## src/rtl/pll_lock_monitor.sv

```systemverilog
// PLL lock monitor: measures the signed ref-to-gen edge skew in fpga_clk_i ticks and
// tracks lock with a small IDLE/ACQUIRE/LOCKED/LOST state machine.
module pll_lock_monitor #(
  parameter int unsigned ERR_WIDTH    = 8,
  parameter int unsigned LOCK_TOL     = 2,
  parameter int unsigned LOCK_COUNT   = 16,
  parameter int unsigned UNLOCK_COUNT = 4,
  parameter int unsigned TIMEOUT      = 1023
) (
  input  logic                 fpga_clk_i,
  input  logic                 rst_pbn_i,
  input  logic                 enable_i,
  input  logic                 ref_clk_i,
  input  logic                 gen_clk_i,
  output logic [ERR_WIDTH-1:0] error_o,
  output logic                 error_valid_o,
  output logic                 locked_o,
  output logic                 lost_o,
  output logic [1:0]           state_o
);

  localparam int unsigned AgeW   = $clog2(TIMEOUT + 1);
  localparam int unsigned RunMax = (LOCK_COUNT > UNLOCK_COUNT) ? LOCK_COUNT : UNLOCK_COUNT;
  localparam int unsigned RunW   = $clog2(RunMax + 1);
  localparam logic [ERR_WIDTH-1:0] CntMax = {1'b0, {(ERR_WIDTH-1){1'b1}}};
  localparam logic [ERR_WIDTH-1:0] CntMin = {1'b1, {(ERR_WIDTH-2){1'b0}}, 1'b1};

  typedef enum logic [1:0] {
    StIdle    = 2'd0,
    StAcquire = 2'd1,
    StLocked  = 2'd2,
    StLost    = 2'd3
  } state_e;

  logic [2:0]           r_ref_sync, r_gen_sync;
  logic                 r_open, r_dir_ref;
  logic [ERR_WIDTH-1:0] r_cnt, r_err;
  logic [AgeW-1:0]      r_age;
  logic                 r_valid;
  logic [RunW-1:0]      r_in_run, r_out_run;
  state_e               r_state;

  logic                 w_ref_pulse, w_gen_pulse, w_active, w_close, w_repeat;
  logic                 w_open_d, w_dir_d, w_pub, w_timeout, w_in_tol;
  logic [ERR_WIDTH-1:0] w_cnt_d, w_cnt_step, w_pub_val, w_abs;
  logic [AgeW-1:0]      w_age_d;
  logic [RunW-1:0]      w_in_run_d, w_out_run_d;
  state_e               w_state_d;

  // Bit 2 of each shift register is the edge-detect flop behind the 2-flop synchronizer.
  assign w_ref_pulse = r_ref_sync[1] & ~r_ref_sync[2];
  assign w_gen_pulse = r_gen_sync[1] & ~r_gen_sync[2];
  assign w_active    = enable_i && (r_state != StIdle);
  assign w_close     = r_dir_ref ? w_gen_pulse : w_ref_pulse;
  assign w_repeat    = r_dir_ref ? w_ref_pulse : w_gen_pulse;

  always_comb begin
    w_cnt_step = r_cnt;
    if (r_dir_ref) begin
      if (r_cnt != CntMax) w_cnt_step = r_cnt + ERR_WIDTH'(1);
    end else begin
      if (r_cnt != CntMin) w_cnt_step = r_cnt - ERR_WIDTH'(1);
    end
  end

  // Window tracking; the closing cycle counts as one tick of skew.
  always_comb begin
    w_open_d  = r_open;
    w_dir_d   = r_dir_ref;
    w_cnt_d   = r_cnt;
    w_age_d   = r_age;
    w_pub     = 1'b0;
    w_pub_val = '0;
    w_timeout = 1'b0;
    if (!w_active) begin
      w_open_d = 1'b0;
      w_cnt_d  = '0;
      w_age_d  = '0;
    end else if (r_open) begin
      if (w_close) begin
        w_pub     = 1'b1;
        w_pub_val = w_cnt_step;
        w_open_d  = 1'b0;
        w_cnt_d   = '0;
        w_age_d   = '0;
      end else if (w_repeat) begin
        w_cnt_d = '0;
        w_age_d = '0;
      end else if (r_age == AgeW'(TIMEOUT)) begin
        w_timeout = 1'b1;
        w_open_d  = 1'b0;
        w_cnt_d   = '0;
        w_age_d   = '0;
      end else begin
        w_cnt_d = w_cnt_step;
        w_age_d = r_age + AgeW'(1);
      end
    end else if (w_ref_pulse && w_gen_pulse) begin
      w_pub = 1'b1;
    end else if (w_ref_pulse || w_gen_pulse) begin
      w_open_d = 1'b1;
      w_dir_d  = w_ref_pulse;
      w_cnt_d  = '0;
      w_age_d  = '0;
    end
  end

  assign w_abs    = w_pub_val[ERR_WIDTH-1] ? (~w_pub_val + ERR_WIDTH'(1)) : w_pub_val;
  assign w_in_tol = (w_abs <= ERR_WIDTH'(LOCK_TOL));

  always_comb begin
    w_state_d   = r_state;
    w_in_run_d  = r_in_run;
    w_out_run_d = r_out_run;
    if (w_pub) begin
      if (w_in_tol) begin
        w_out_run_d = '0;
        if (r_in_run != RunW'(LOCK_COUNT)) w_in_run_d = r_in_run + RunW'(1);
      end else begin
        w_in_run_d = '0;
        if (r_out_run != RunW'(UNLOCK_COUNT)) w_out_run_d = r_out_run + RunW'(1);
      end
    end
    unique case (r_state)
      StIdle:    if (enable_i) w_state_d = StAcquire;
      StAcquire: if (w_pub && w_in_tol && w_in_run_d == RunW'(LOCK_COUNT)) w_state_d = StLocked;
      StLocked:  if (w_pub && !w_in_tol && w_out_run_d == RunW'(UNLOCK_COUNT)) begin
                   w_state_d = StAcquire;
                 end
      StLost:    if (w_pub) w_state_d = StAcquire;
      default:   w_state_d = StIdle;
    endcase
    if (w_timeout) w_state_d = StLost;
    if (!enable_i) w_state_d = StIdle;
    if (w_state_d != r_state && w_state_d != StLocked) begin
      w_in_run_d  = '0;
      w_out_run_d = '0;
    end
  end

  always_ff @(posedge fpga_clk_i or negedge rst_pbn_i) begin
    if (!rst_pbn_i) begin
      r_ref_sync <= '0;
      r_gen_sync <= '0;
      r_open     <= 1'b0;
      r_dir_ref  <= 1'b0;
      r_cnt      <= '0;
      r_age      <= '0;
      r_err      <= '0;
      r_valid    <= 1'b0;
      r_in_run   <= '0;
      r_out_run  <= '0;
      r_state    <= StIdle;
    end else begin
      r_ref_sync <= {r_ref_sync[1:0], ref_clk_i};
      r_gen_sync <= {r_gen_sync[1:0], gen_clk_i};
      r_open     <= w_open_d;
      r_dir_ref  <= w_dir_d;
      r_cnt      <= w_cnt_d;
      r_age      <= w_age_d;
      r_valid    <= w_pub;
      r_in_run   <= w_in_run_d;
      r_out_run  <= w_out_run_d;
      r_state    <= w_state_d;
      if (!enable_i) r_err <= '0;
      else if (w_pub) r_err <= w_pub_val;
    end
  end

  assign error_o       = r_err;
  assign error_valid_o = r_valid;
  assign locked_o      = (r_state == StLocked);
  assign lost_o        = (r_state == StLost);
  assign state_o       = r_state;

endmodule

```

## config.mk

```make
export PLATFORM = sky130hd
export DESIGN_NAME = pll_lock_monitor
export DESIGN_NICKNAME = d
export VERILOG_FILES = /design/src/rtl/pll_lock_monitor.sv
export SDC_FILE = /design/constraint.sdc
export NUM_CORES = 1
export LEC_CHECK = 0
export CAP_MARGIN = 0
export CORE_ASPECT_RATIO = 0.7
export CORE_UTILIZATION = 35
export DETAILED_ROUTE_END_ITERATION = 10
export HOLD_SLACK_MARGIN = 0.05
export PLACE_DENSITY = 0.48
export SETUP_SLACK_MARGIN = 0.3
export SLEW_MARGIN = 20
export SYNTH_ARGS = -nofsm -noshare
export SYNTH_HDL_FRONTEND = slang
export SYNTH_SLANG_ARGS = --single-unit
```

## constraint.sdc

```tcl
create_clock -name fpga_clk_i -period 3.8 [get_ports fpga_clk_i]
set_clock_uncertainty 0.2 [all_clocks]
set_input_delay 0.38 -clock fpga_clk_i [delete_from_list [all_inputs] [get_ports fpga_clk_i]]
set_output_delay 0.38 -clock fpga_clk_i [all_outputs]
set_load 0.02 [all_outputs]
```

==> run metrics <==
status completed; Synth Area in Simple Gates 0.270; Hold Path Depth 0; min cycle time layout 3.33 ns; period utilisation layout 0.875; initial core utilization 0.362; routed vias/inst 5.53; root buffer cell clkbuf_16; TritonCTS buffer count 5; Pre-antenna DRT Iters 5; Post-synth ARST share 1.00; Post-synth top flop dfrtp_1; GP Congestion 0.896; vias in the first global route 2489; Pwr Total 1.19 mW; die area 0.00920 mm^2; clock sinks 47; Adder-Cell Fraction of Synth Area 0.0446; Worst Max-Slew Pin Slew 0.718 ns; Synth area leaders dfrtp_1 38%, nand2_1 5.2%, o21ai_0 4.9%; setup TNS 0 ns; PD cells 323 mW/mm^2; Synth Cell Area 0.00309 mm^2; Ys Warns 0; DR iter-0 viols 173; CP startpoint kind flop; unrepaired setup endpoints after global routing false; Slew HR 0.521; WHS 0.149 ns; Remaining Overflow, GRT 0; nets 406; multiplexer share of the synthesized area 0.0138; CP Max Fanout 8; # IOs 18; clk slew on worst S/H paths 0.06 ns; Via Count 2827; final-report hold violation count 0; Post-Synth XOR/XNOR Area 0.0312; Worst EP arrival 3.30 ns; Area after DPL 0.00342 mm^2; syn_area_per_cell 8.59 um^2; area leader, netlist dfrtp_1; Total GRT Usage 0.187; I/O Buffers 17; Detail Route Antenna Nets 0; top cell type's share of synthesized area 0.381; Post-synth EDFFs 0; H-tree depth 2; Final setup viols 0; WP data required 3.78 ns; initial antenna violation count 0; max-cap viol count 0; Slew Viols, Final 0; Fmax 0.301 GHz; core box area 0.00851 mm^2; Synth top cells by count 47 x dfrtp_1, 43 x nand2_1, 37 x nor2_1, 30 x o21ai_0, 18 x nand3_1; Inst Count DP 494; count leader, synth dfrtp_1; DR DRC count 0; CTS tree yes; num rows 28; DR WL/cell 16.3 um; Pleak 1.55 nW; critical path class flop to flop; Distinct cells, synth 63; HPWL Detailed 5910 um; ant diodes 0; post-synthesis net count 375; cells after synthesis 359; worst r2r path cells 13; worst skew pair latency 0.29 ns; clock buffer depth 2; layout cells sized above 1 0.125; largest net degree at the start of global routing 29; Compound-Gate Fraction of Synth Area 0.212; Peak VDD IR 0.000130 V; Critical Path Sink Type flop; Die Height 80.6 um; Fillers 866; Synth Register Bits 47; area grow syn2layout 19.1%; sequential-to-total area share from yosys stat 0.381; chip width 114 um; worst hold path class flop to flop; largest family of logic cells by synthesized area simple AND/OR/NAND/NOR gates; WL final 8320 um; Finished Layout Cells 511; first-pass GRT wire length 13200 um; Final Instance Area 0.00368 mm^2
[routing by layer]
layer / part of all wire / GRT usage / up-vias / wire [um]
li1: - / - / 1383 / -
met1: 0.55 / 0.299 / 1366 / 4600
met2: 0.39 / 0.245 / 70 / 3220
met3: 0.050 / 0.0385 / 8 / 414
met4: 0.010 / 0.0494 / 0 / 83
met5: 0 / 0 / - / 0
[sequential cells by signal, indices dropped and copies added, names as in the netlist]
name           flops
r_open             1
error_valid_o      1
r_ref_sync         3
r_age             10
state_o            2
error_o            8
r_in_run           5
r_dir_ref          1
r_out_run          5
r_cnt              8
r_gen_sync         3
[per-stage QoR]
step	worst slack, ns	util
6_report	0.475	0.432
5_1_grt	0.311	0.432
4_1_cts	0.310	0.421
3_5_place_dp	0.254	0.401
3_3_place_gp	0.329	0.401
2_1_floorplan	0.527	-
[logic make-up (layout without fill, tap and decap cells)]
family | Yosys count | in the layout
AOI/OAI and AO/OA | 94 | 95
and+or+nand+nor | 161 | 161
buffers and inverters | 32 | 63
xor gates and xnor gates | 11 | 11
DFF | 47 | 47
muxes | 3 | 3
adders and majority gates | 11 | 11
[final cells by class]
| type | count | area, um^2 | area share |
|---|---|---|---|
| Sequential cell | 47 | 1180 | 0.321 |
| Multi-Input combinational cell | 281 | 1810 | 0.493 |
| Clock inverter | 1 | 8.76 | 0.00238 |
| Timing Repair Buffer | 37 | 318 | 0.0865 |
| Inverter | 18 | 67.6 | 0.0184 |
| Tap cell | 120 | 150 | 0.0408 |
| Clock buffer | 7 | 143 | 0.0388 |
[worst max-delay path, stage by stage, from the launching register on]
cell and delay, ns:
dfrtp_2 0.46, inv_1 0.15, ha_1 0.21, nand3b_1 0.16, nor3_2 0.19, a21o_1 0.16, xnor2_1 0.09, or2_2 0.30
ha_1 0.23, o21bai_1 0.26, nor4_4 0.09, o211ai_4 0.31, nor4b_2 0.11, o311a_1 0.29
[report_power, final]
part / leakage, nW / switching [mW] / internal, mW
sequential: 0.630 / 0.0192 / 0.516
clock: 0.0741 / 0.188 / 0.263
combinational: 0.850 / 0.127 / 0.0735
total: 1.55 / 0.333 / 0.853
[final timing paths]
path                                              start                 endpoint  slack, ns
worst max register to register     r_cnt[1]$_DFFE_PN0P_     state_o[1]$_DFF_PN0_       0.47
worst min-delay path            r_gen_sync[0]$_DFF_PN0_  r_gen_sync[1]$_DFF_PN0_       0.15
min in group asynchronous                     rst_pbn_i     r_cnt[7]$_DFFE_PN0P_       0.48
worst min register to register  r_gen_sync[0]$_DFF_PN0_  r_gen_sync[1]$_DFF_PN0_       0.15
worst max-delay path               r_cnt[1]$_DFFE_PN0P_     state_o[1]$_DFF_PN0_       0.47
max in group asynchronous                     rst_pbn_i     r_age[2]$_DFFE_PN0P_       2.19
[what timing repair did]
item,CTS,global route
pin swaps,0,1
cloned,0,1
setup endpoints to repair,12,12
resized for setup,3,6
hold buffers,1,0
setup buffers,0,7
hold endpoints to repair,27,0
[cells in the final DEF, fill, tap and decap left out, types with 3 or more instances in the layout]
master and count:
dfrtp_1 45, nand2_1 43, nor2_1 37, o21ai_0 29
buf_4 19, nand3_1 18, inv_1 17, clkdlybuf4s50_1 16
a21oi_1 12, ha_1 10, a31oi_1 7, a21o_1 6
xnor2_1 6, nor3_1 6, nand2b_1 5, nor2b_1 5
o211ai_1 5, nand4_1 5, and4_1 5, xor2_1 5
and3_1 5, nor4_1 5, or3_1 5, clkbuf_16 5
a211oi_1 4, nand3b_1 3, or4_1 3
Power figures use the tool's default switching activity.
